**src/rtl/alu_rs.sv**
```systemverilog
// alu_rs: four-entry reservation station in front of the combinational ALU.
// Buffers dispatched micro-ops, wakes operands from the CDB, issues the
// lowest ready entry into registered ALU operand latches and captures the
// ALU outputs into a one-cycle tagged result broadcast.
module alu_rs #(
    parameter int RS_LOG = 2,
    parameter int TAG_W  = 4
) (
    input  logic             clk_in,
    input  logic             rst_in,
    input  logic             rdy_in,
    input  logic             flush,
    // dispatch
    input  logic             disp_valid,
    input  logic [4:0]       disp_op,
    input  logic [31:0]      disp_addr,
    input  logic             disp_len,
    input  logic [TAG_W-1:0] disp_tag,
    input  logic [31:0]      disp_vj,
    input  logic [31:0]      disp_vk,
    input  logic             disp_qj_busy,
    input  logic             disp_qk_busy,
    input  logic [TAG_W-1:0] disp_qj,
    input  logic [TAG_W-1:0] disp_qk,
    output logic             full,
    // wake-up bus
    input  logic             cdb_valid,
    input  logic [TAG_W-1:0] cdb_tag,
    input  logic [31:0]      cdb_value,
    // ALU operand latches
    output logic [31:0]      alu_op1,
    output logic [31:0]      alu_op2,
    output logic [31:0]      alu_addr,
    output logic [4:0]       alu_op,
    output logic             alu_len,
    // ALU outputs
    input  logic [31:0]      alu_result,
    input  logic             alu_zero,
    input  logic             alu_jalr_done,
    input  logic [31:0]      alu_jalr_addr,
    // result broadcast
    output logic             out_valid,
    output logic [TAG_W-1:0] out_tag,
    output logic [31:0]      out_value,
    output logic             out_jalr,
    output logic [31:0]      out_jalr_addr
);
    localparam int RS_N   = 1 << RS_LOG;
    // vld_pipe[0] = op sitting in the ALU latches, vld_pipe[1] = result on out_*
    localparam int STAGES = 1;

    typedef struct packed {
        logic             busy;
        logic [4:0]       op;
        logic [31:0]      addr;
        logic             len;
        logic [TAG_W-1:0] tag;
        logic [31:0]      vj;
        logic [31:0]      vk;
        logic             qj_busy;
        logic [TAG_W-1:0] qj;
        logic             qk_busy;
        logic [TAG_W-1:0] qk;
    } rs_entry_t;

    rs_entry_t [RS_N-1:0] ent;
    rs_entry_t [RS_N-1:0] ent_nxt;
    logic [RS_N-1:0]      busy_vec;
    logic [RS_N-1:0]      ready_vec;
    logic [RS_LOG-1:0]    free_idx;
    logic [RS_LOG-1:0]    iss_idx;
    logic                 iss_hit;
    logic                 disp_acc;
    logic                 fwd_j;
    logic                 fwd_k;
    logic [STAGES:0]      vld_pipe;
    logic [TAG_W-1:0]     exec_tag;
    logic                 exec_valid;

    // zero flag is not part of the broadcast; branch outcome rides in result bit 0
    logic unused_zero;
    assign unused_zero = alu_zero;

    assign exec_valid = vld_pipe[0];
    assign out_valid  = vld_pipe[STAGES];
    assign full       = &busy_vec;
    assign disp_acc   = disp_valid && !full;
    // operand produced on the CDB in the same cycle as its dispatch
    assign fwd_j      = disp_qj_busy && cdb_valid && (cdb_tag == disp_qj);
    assign fwd_k      = disp_qk_busy && cdb_valid && (cdb_tag == disp_qk);

    // status vectors and lowest-index free / ready selection from registered state
    always_comb begin
        busy_vec  = '0;
        ready_vec = '0;
        free_idx  = '0;
        iss_idx   = '0;
        iss_hit   = 1'b0;
        for (int i = RS_N - 1; i >= 0; i--) begin
            busy_vec[i]  = ent[i].busy;
            ready_vec[i] = ent[i].busy && !ent[i].qj_busy && !ent[i].qk_busy;
            if (!ent[i].busy) free_idx = RS_LOG'(i);
            if (ready_vec[i]) begin
                iss_hit = 1'b1;
                iss_idx = RS_LOG'(i);
            end
        end
    end

    // per-entry next state: wake-up, release on issue, dispatch write, flush
    always_comb begin
        ent_nxt = ent;
        for (int i = 0; i < RS_N; i++) begin
            if (ent[i].busy && cdb_valid && ent[i].qj_busy && cdb_tag == ent[i].qj) begin
                ent_nxt[i].qj_busy = 1'b0;
                ent_nxt[i].vj      = cdb_value;
            end
            if (ent[i].busy && cdb_valid && ent[i].qk_busy && cdb_tag == ent[i].qk) begin
                ent_nxt[i].qk_busy = 1'b0;
                ent_nxt[i].vk      = cdb_value;
            end
            if (iss_hit && iss_idx == RS_LOG'(i)) ent_nxt[i].busy = 1'b0;
            if (disp_acc && free_idx == RS_LOG'(i)) begin
                ent_nxt[i].busy    = 1'b1;
                ent_nxt[i].op      = disp_op;
                ent_nxt[i].addr    = disp_addr;
                ent_nxt[i].len     = disp_len;
                ent_nxt[i].tag     = disp_tag;
                ent_nxt[i].vj      = fwd_j ? cdb_value : disp_vj;
                ent_nxt[i].vk      = fwd_k ? cdb_value : disp_vk;
                ent_nxt[i].qj_busy = disp_qj_busy && !fwd_j;
                ent_nxt[i].qk_busy = disp_qk_busy && !fwd_k;
                ent_nxt[i].qj      = disp_qj;
                ent_nxt[i].qk      = disp_qk;
            end
            if (flush) ent_nxt[i].busy = 1'b0;
        end
    end

    // entry storage; rdy_in low freezes everything
    always_ff @(posedge clk_in or posedge rst_in) begin
        if (rst_in)      ent <= '0;
        else if (rdy_in) ent <= ent_nxt;
    end

    // ALU operand latches load on issue and otherwise hold
    always_ff @(posedge clk_in or posedge rst_in) begin
        if (rst_in) begin
            alu_op1  <= '0;
            alu_op2  <= '0;
            alu_addr <= '0;
            alu_op   <= '0;
            alu_len  <= 1'b0;
            exec_tag <= '0;
        end else if (rdy_in && !flush && iss_hit) begin
            alu_op1  <= ent[iss_idx].vj;
            alu_op2  <= ent[iss_idx].vk;
            alu_addr <= ent[iss_idx].addr;
            alu_op   <= ent[iss_idx].op;
            alu_len  <= ent[iss_idx].len;
            exec_tag <= ent[iss_idx].tag;
        end
    end

    // issue -> execute -> broadcast valid shift register
    always_ff @(posedge clk_in or posedge rst_in) begin
        if (rst_in)      vld_pipe <= '0;
        else if (rdy_in) vld_pipe <= flush ? '0 : {vld_pipe[STAGES-1:0], iss_hit};
    end

    // capture ALU outputs for the one-cycle broadcast
    always_ff @(posedge clk_in or posedge rst_in) begin
        if (rst_in) begin
            out_tag       <= '0;
            out_value     <= '0;
            out_jalr      <= 1'b0;
            out_jalr_addr <= '0;
        end else if (rdy_in && !flush && exec_valid) begin
            out_tag       <= exec_tag;
            out_value     <= alu_result;
            out_jalr      <= alu_jalr_done;
            out_jalr_addr <= alu_jalr_addr;
        end
    end
endmodule

```
**config.mk**
```make
export PLATFORM = sky130hd
export DESIGN_NAME = alu_rs
export DESIGN_NICKNAME = d
export VERILOG_FILES = /design/src/rtl/alu_rs.sv
export SDC_FILE = /design/constraint.sdc
export NUM_CORES = 2
export LEC_CHECK = 0
export ABC_CLOCK_PERIOD_IN_PS = 24500
export CORE_UTILIZATION = 50
export CTS_BUF_LIST = sky130_fd_sc_hd__clkbuf_8 sky130_fd_sc_hd__clkbuf_16
export DETAILED_ROUTE_END_ITERATION = 12
export DONT_BUFFER_PORTS = 1
export PLACE_DENSITY_LB_ADDON = 0.25
export SYNTH_ARGS = -nofsm -noshare
export SYNTH_HDL_FRONTEND = slang
export SYNTH_SLANG_ARGS = --single-unit
export TNS_END_PERCENT = 1
```
**constraint.sdc**
```tcl
create_clock -name clk_in -period 24.5 [get_ports clk_in]
set_input_delay 2.45 -clock clk_in [delete_from_list [all_inputs] [get_ports clk_in]]
set_output_delay 2.45 -clock clk_in [all_outputs]
set_load 0.05 [all_outputs]
```
Word level (Yosys, flattened, before mapping):

Cells that the tools add are included.
Widths: inputs -> output; s select.

* order comparisons: 1
* equality and inequality tests: 16
* multiplexer cells: 45
* reductions and logical operators: 89

Operators by type and width (count)
* $mux 117: 4
* $mux 32: 10
* $bmux 117 s2: 1
* $mux 116: 1
* $logic_and 1x1->1: 46
* $eq 4x4->1: 10
* $reduce_and 2->1: 16
* $mux 1: 20
* $mux 2: 9
* $reduce_bool 2->1: 8
* $logic_not 1->1: 12
* $reduce_bool 3->1: 4
* $eq 2x2->1 const B: 4
* $eq 2x1->1 const B: 2
* $logic_not 2->1: 2
* $reduce_and 4->1: 1
* $lt 2x3->1 const B: 1

* bits in registers: 645
* bits of input ports: 224
* output and inout port bits: 173
* logic and storage cells: 206

Depth between registers and ports, before layout:

* depth after elaboration: 12
* depth in mapped cells: 9
* gate-level depth less buffers: 5

Least setup slack after synthesis:

OpenSTA, ideal clock, no wires.

* path kind: input to register
* start point: input port cdb_tag[2]
* end point: register ent[244] (netlist bit)
* setup time: 0.137 ns
* arrival time: 3.816 ns
* data required time: 24.363 ns
* path slack: 20.547 ns
* stages on the path: 7
* path buffers: 2
* cells stage by stage: buf_2 -> xnor2_1 -> nand3_1 -> o21ai_2 -> buf_4 -> mux2i_1 -> a21oi_1

* longest elaborated chain between the ends: 4
* elaborated cells on any way between the ends: 8
* those cells by class: 2 x eq/ne; 2 x mux; 4 x reduce/logical

RTL lines
* from (decl): line 28 `input logic [TAG_W-1:0] cdb_tag,`
* $eq 4x4->1 (on tied branches): line 90, 118
* $logic_and 1x1->1 (on tied branches): line 90, 118
* $mux 32 / $reduce_bool 2->1 (equally long branches)
* $mux 117 / $reduce_and 2->1 (equally long branches)
* to (signal assigned): line 143 `else if (rdy_in) ent <= ent_nxt;`
* to (decl): line 66 `rs_entry_t [RS_N-1:0] ent;`

Several ways; a longest one is shown, not always the timed one.
A chain may end at the register's enable or synchronous reset.

==> flow_metrics.tcl <==
set metrics [dict create \
    timing.setup.tns_ns 0 \
    insertion_delay_ns 0.61 \
    antenna_found_initial 2 \
    antennaDiodeCount 0 \
    synthesis.nets 3044 \
    clock_skew_ns 0.0188 \
    dr_total_vias 21500 \
    mostFrequentLayoutCells "645 x dfrtp_1, 387 x nand2_1, 363 x nor2_1, 306 x a21oi_1, 256 x mux2i_1" \
    vias_per_cell 6.13 \
    worst_r2r_startpoint "busy_vec[0]" \
    leakagePower_nw 14.8 \
    p_sw_frac 0.386 \
    synth_async_sr_flop_share 1.00 \
    postRouteAntennaNets 0 \
    first_global_vias 22000 \
    floorplan.die.width_um 246 \
    pwr-share-seq 0.553 \
    layout_commonest_cell "dfrtp_1" \
    cts-htree-levels 3 \
    yosys.cell_types.count 42 \
    crit_path_end_kind "async pin" \
    worstSetupPathType "input pin to async pin" \
    postSynthAreaPerCell_sq_um 10.6 \
    crit_chain "inv_8, buf_4, buf_4, buf_4" \
    largest_cells_by_area_after_synthesis "dfrtp_1 54%, mux2i_1 8.6%, mux2_2 8.3%" \
    grt_first_pass_wirelength_um 135000 \
    irDropWorstVdd_uv 76.2 \
    timing.hold.worst_endpoint "ent[456]" \
    cts-buffers-inserted 73 \
    combPwrFrac 0.166 \
    r2r_slack_ns 20.32 \
    synth_mux_area_frac 0.169 \
    power.share.clock 0.281 \
    total_switching_power_mw 1.49 \
    power.density_nw_per_um2 119 \
    finalNetCount 2913 \
    worst_ep_required_time_ns 25.10 \
    pin_count 397 \
    hold_ws_ns 0.474 \
    mappedNetlistArea_sq_um 29800 \
    worst_hold_path_startpoint "ent[456]" \
    crit_path_max_incr_delay_ns 0.96 \
    slew_viol_final 0 \
    postSynth.topFlopCell "dfrtp_1" \
    peak_freq_ghz 0.192 \
    critical_path_buf_inv_count 4 \
    die_height_um 246 \
    finalSetupViolCount 0 \
    synth_compound_area_frac 0.134 \
    whs_path_depth 2 \
    routed_wirelength_um 89200 \
    grt_max_degree 165 \
    port-buffer-count 0 \
    drtIter0Drc 2123 \
    grt_overflow 0 \
    crit_path_max_fanout 113 \
    fin_crit_sh 0.212 \
    drv_cap 0 \
    core-area_sq_um 58900 \
    drive_above_1_share 0.158 \
    gpl.final_weighted_congestion 0.908 \
    synth.yosys.seq_area_share 0.542 \
    total_power_mw 3.87 \
    yosys.area_share.xor_xnor 0.0118 \
    synth_simple_gate_area_share 0.104 \
    cts-root-buf "clkbuf_16" \
    worst_margin_pin_slew_ns 1.08 \
    number_of_sinks_handled_by_clock_tree_synthesis 645 \
    layoutNonFillerInstCount 3514 \
    timing.critical_path.arrival_ns 5.80 \
    setup_repair_after_global_routing_missed_its_margin "false" \
    detailedRoute.firstPassIterationCount 7 \
    fin_crit_ns 5.20 \
    outcome "finished, final reports clean" \
    initial_core_util 0.506 \
    rr_endpoint "alu_addr[21]" \
    gr_usage_total 0.294 \
    post-route-drc-count 0 \
    post_cts_resized 0 \
    tritoncts_clock_tree "done" \
    critPathMostFrequentCell "buf_4" \
    worst_path_max_delay_cell "buf_4" \
    synth_edf_count 0 \
    synth_warnings 0 \
    worst_slew_margin_rel 0.281 \
    timing.critical_path.max_delay_family "buffers and inverters" \
    startpoint_type_of_the_worst_setup_path "input pin" \
    ys_ff_latch 645 \
    yosys.area.top_type "dfrtp_1" \
    power.internal_mw 2.38 \
    placedCellCount 3387 \
    yosys.area.top_type_share 0.542 \
    die_area_sq_um 60600 \
    postCtsHoldBufs 0 \
    worst_setup_hold_path_clk_slew_ns 0.06 \
    floorplan.rows 89 \
    ff2ff_path_depth 8 \
    worst_hold_path_type "flop to flop" \
    synth_fa_ha_area_frac 0 \
    number_of_setup_buffers_added_after_cts 0 \
    clk_path_buf_depth 3 \
    synth_top_family_by_area "multiplexers" \
    syn_inst 2820 \
    syn_to_final_growth_pct 9.24 \
    routedWlPerCell_um 25.4 \
    hold_viol_final 0 \
    place_hpwl_um 51300 \
]
[metrics by stage]
stage	utilization	setup slack [ns]	area [sq um]
after CTS	0.552	19.13	32500
after global placement	0.512	18.62	30200
after floorplan	-	3.98	29800
after global routing	0.552	18.65	32500
after detailed placement	0.512	18.47	30200
final	0.552	19.30	32500
[registers in the layout (all words and copies together) (netlist names), 2 cells and up]
signal         count
alu_addr          32
alu_op             5
alu_op1           32
alu_op2           32
busy_vec           4
ent              464
exec_tag           4
out_jalr_addr     32
out_tag            4
out_value         32
vld_pipe           2
[routing by layer]
metal,GRT usage,vias to the layer above,routed length (um)
met3,0.0758,176,7460
met2,0.489,811,43200
met5,0,-,27
li1,-,9555,-
met1,0.368,11000,36000
met4,0.104,4,2560
[synth_stat cells, types with 2 or more instances]
library cell,count
a21boi_2,4
a21oi_1,306
a222oi_1,49
a22o_1,51
a31o_2,2
a41oi_1,27
a41oi_2,30
and3_1,3
buf_1,22
buf_2,39
buf_4,30
buf_6,5
clkbuf_1,151
dfrtp_1,645
inv_1,11
mux2_2,219
mux2i_1,256
nand2_1,392
nand3_1,2
nand4_1,12
nor2_1,364
nor2_2,2
nor4_1,2
o21ai_0,97
o21ai_1,30
o21ai_2,5
o22ai_1,8
or3b_1,4
xnor2_1,29
xor2_1,11
[power by group through the flow]
stage | registers (mW) | logic [mW] | clock network [mW]
floorplan | 2.06 | 0.532 | 0
global placement | 2.14 | 0.610 | 0
detailed placement | 2.16 | 0.642 | 0
CTS | 2.14 | 0.647 | 1.11
global route | 2.18 | 0.717 | 1.15
finish | 2.14 | 0.643 | 1.09
[worst register-to-register path: stages, from the launching register on]
cell	delay [ns]
dfrtp_1	0.50
or3b_4	0.42
buf_4	0.43
nand2_1	0.38
o21a_4	0.53
buf_4	0.71
buf_4	0.75
nor2_1	0.17
a41oi_1	0.22
[final cells by class]
type,count,area [sq um]
clock inverter,38,310
tap,773,967
timing repair buffer,41,320
fill,4874,26400
inverter,11,48.8
sequential,645,16100
clock buffer,89,2070
multi-input combinational,1917,12700
[cell families (layout without fill, tap and decap cells)]
logic type,Yosys count,in the layout
AND/OR/NAND/NOR,791,791
flip-flops,645,645
AO/OA/AOI/OAI,611,611
multiplexers,475,475
buffers and inverters,258,179
XOR/XNOR,40,40
[worst max path at each step]
stage            from  slack (ns)           end  cells after the start
5_1_grt        rst_in       18.65  alu_addr[22]                      4
3_3_place_gp   rst_in       18.62      ent[330]                      4
4_1_cts        rst_in       19.13  alu_addr[18]                      4
2_1_floorplan  rst_in        3.98   alu_addr[0]                      1
6_report       rst_in       19.30      ent[214]                      4
3_5_place_dp   rst_in       18.47      ent[218]                      4
Note: power is estimated with default switching activity, not from simulation.
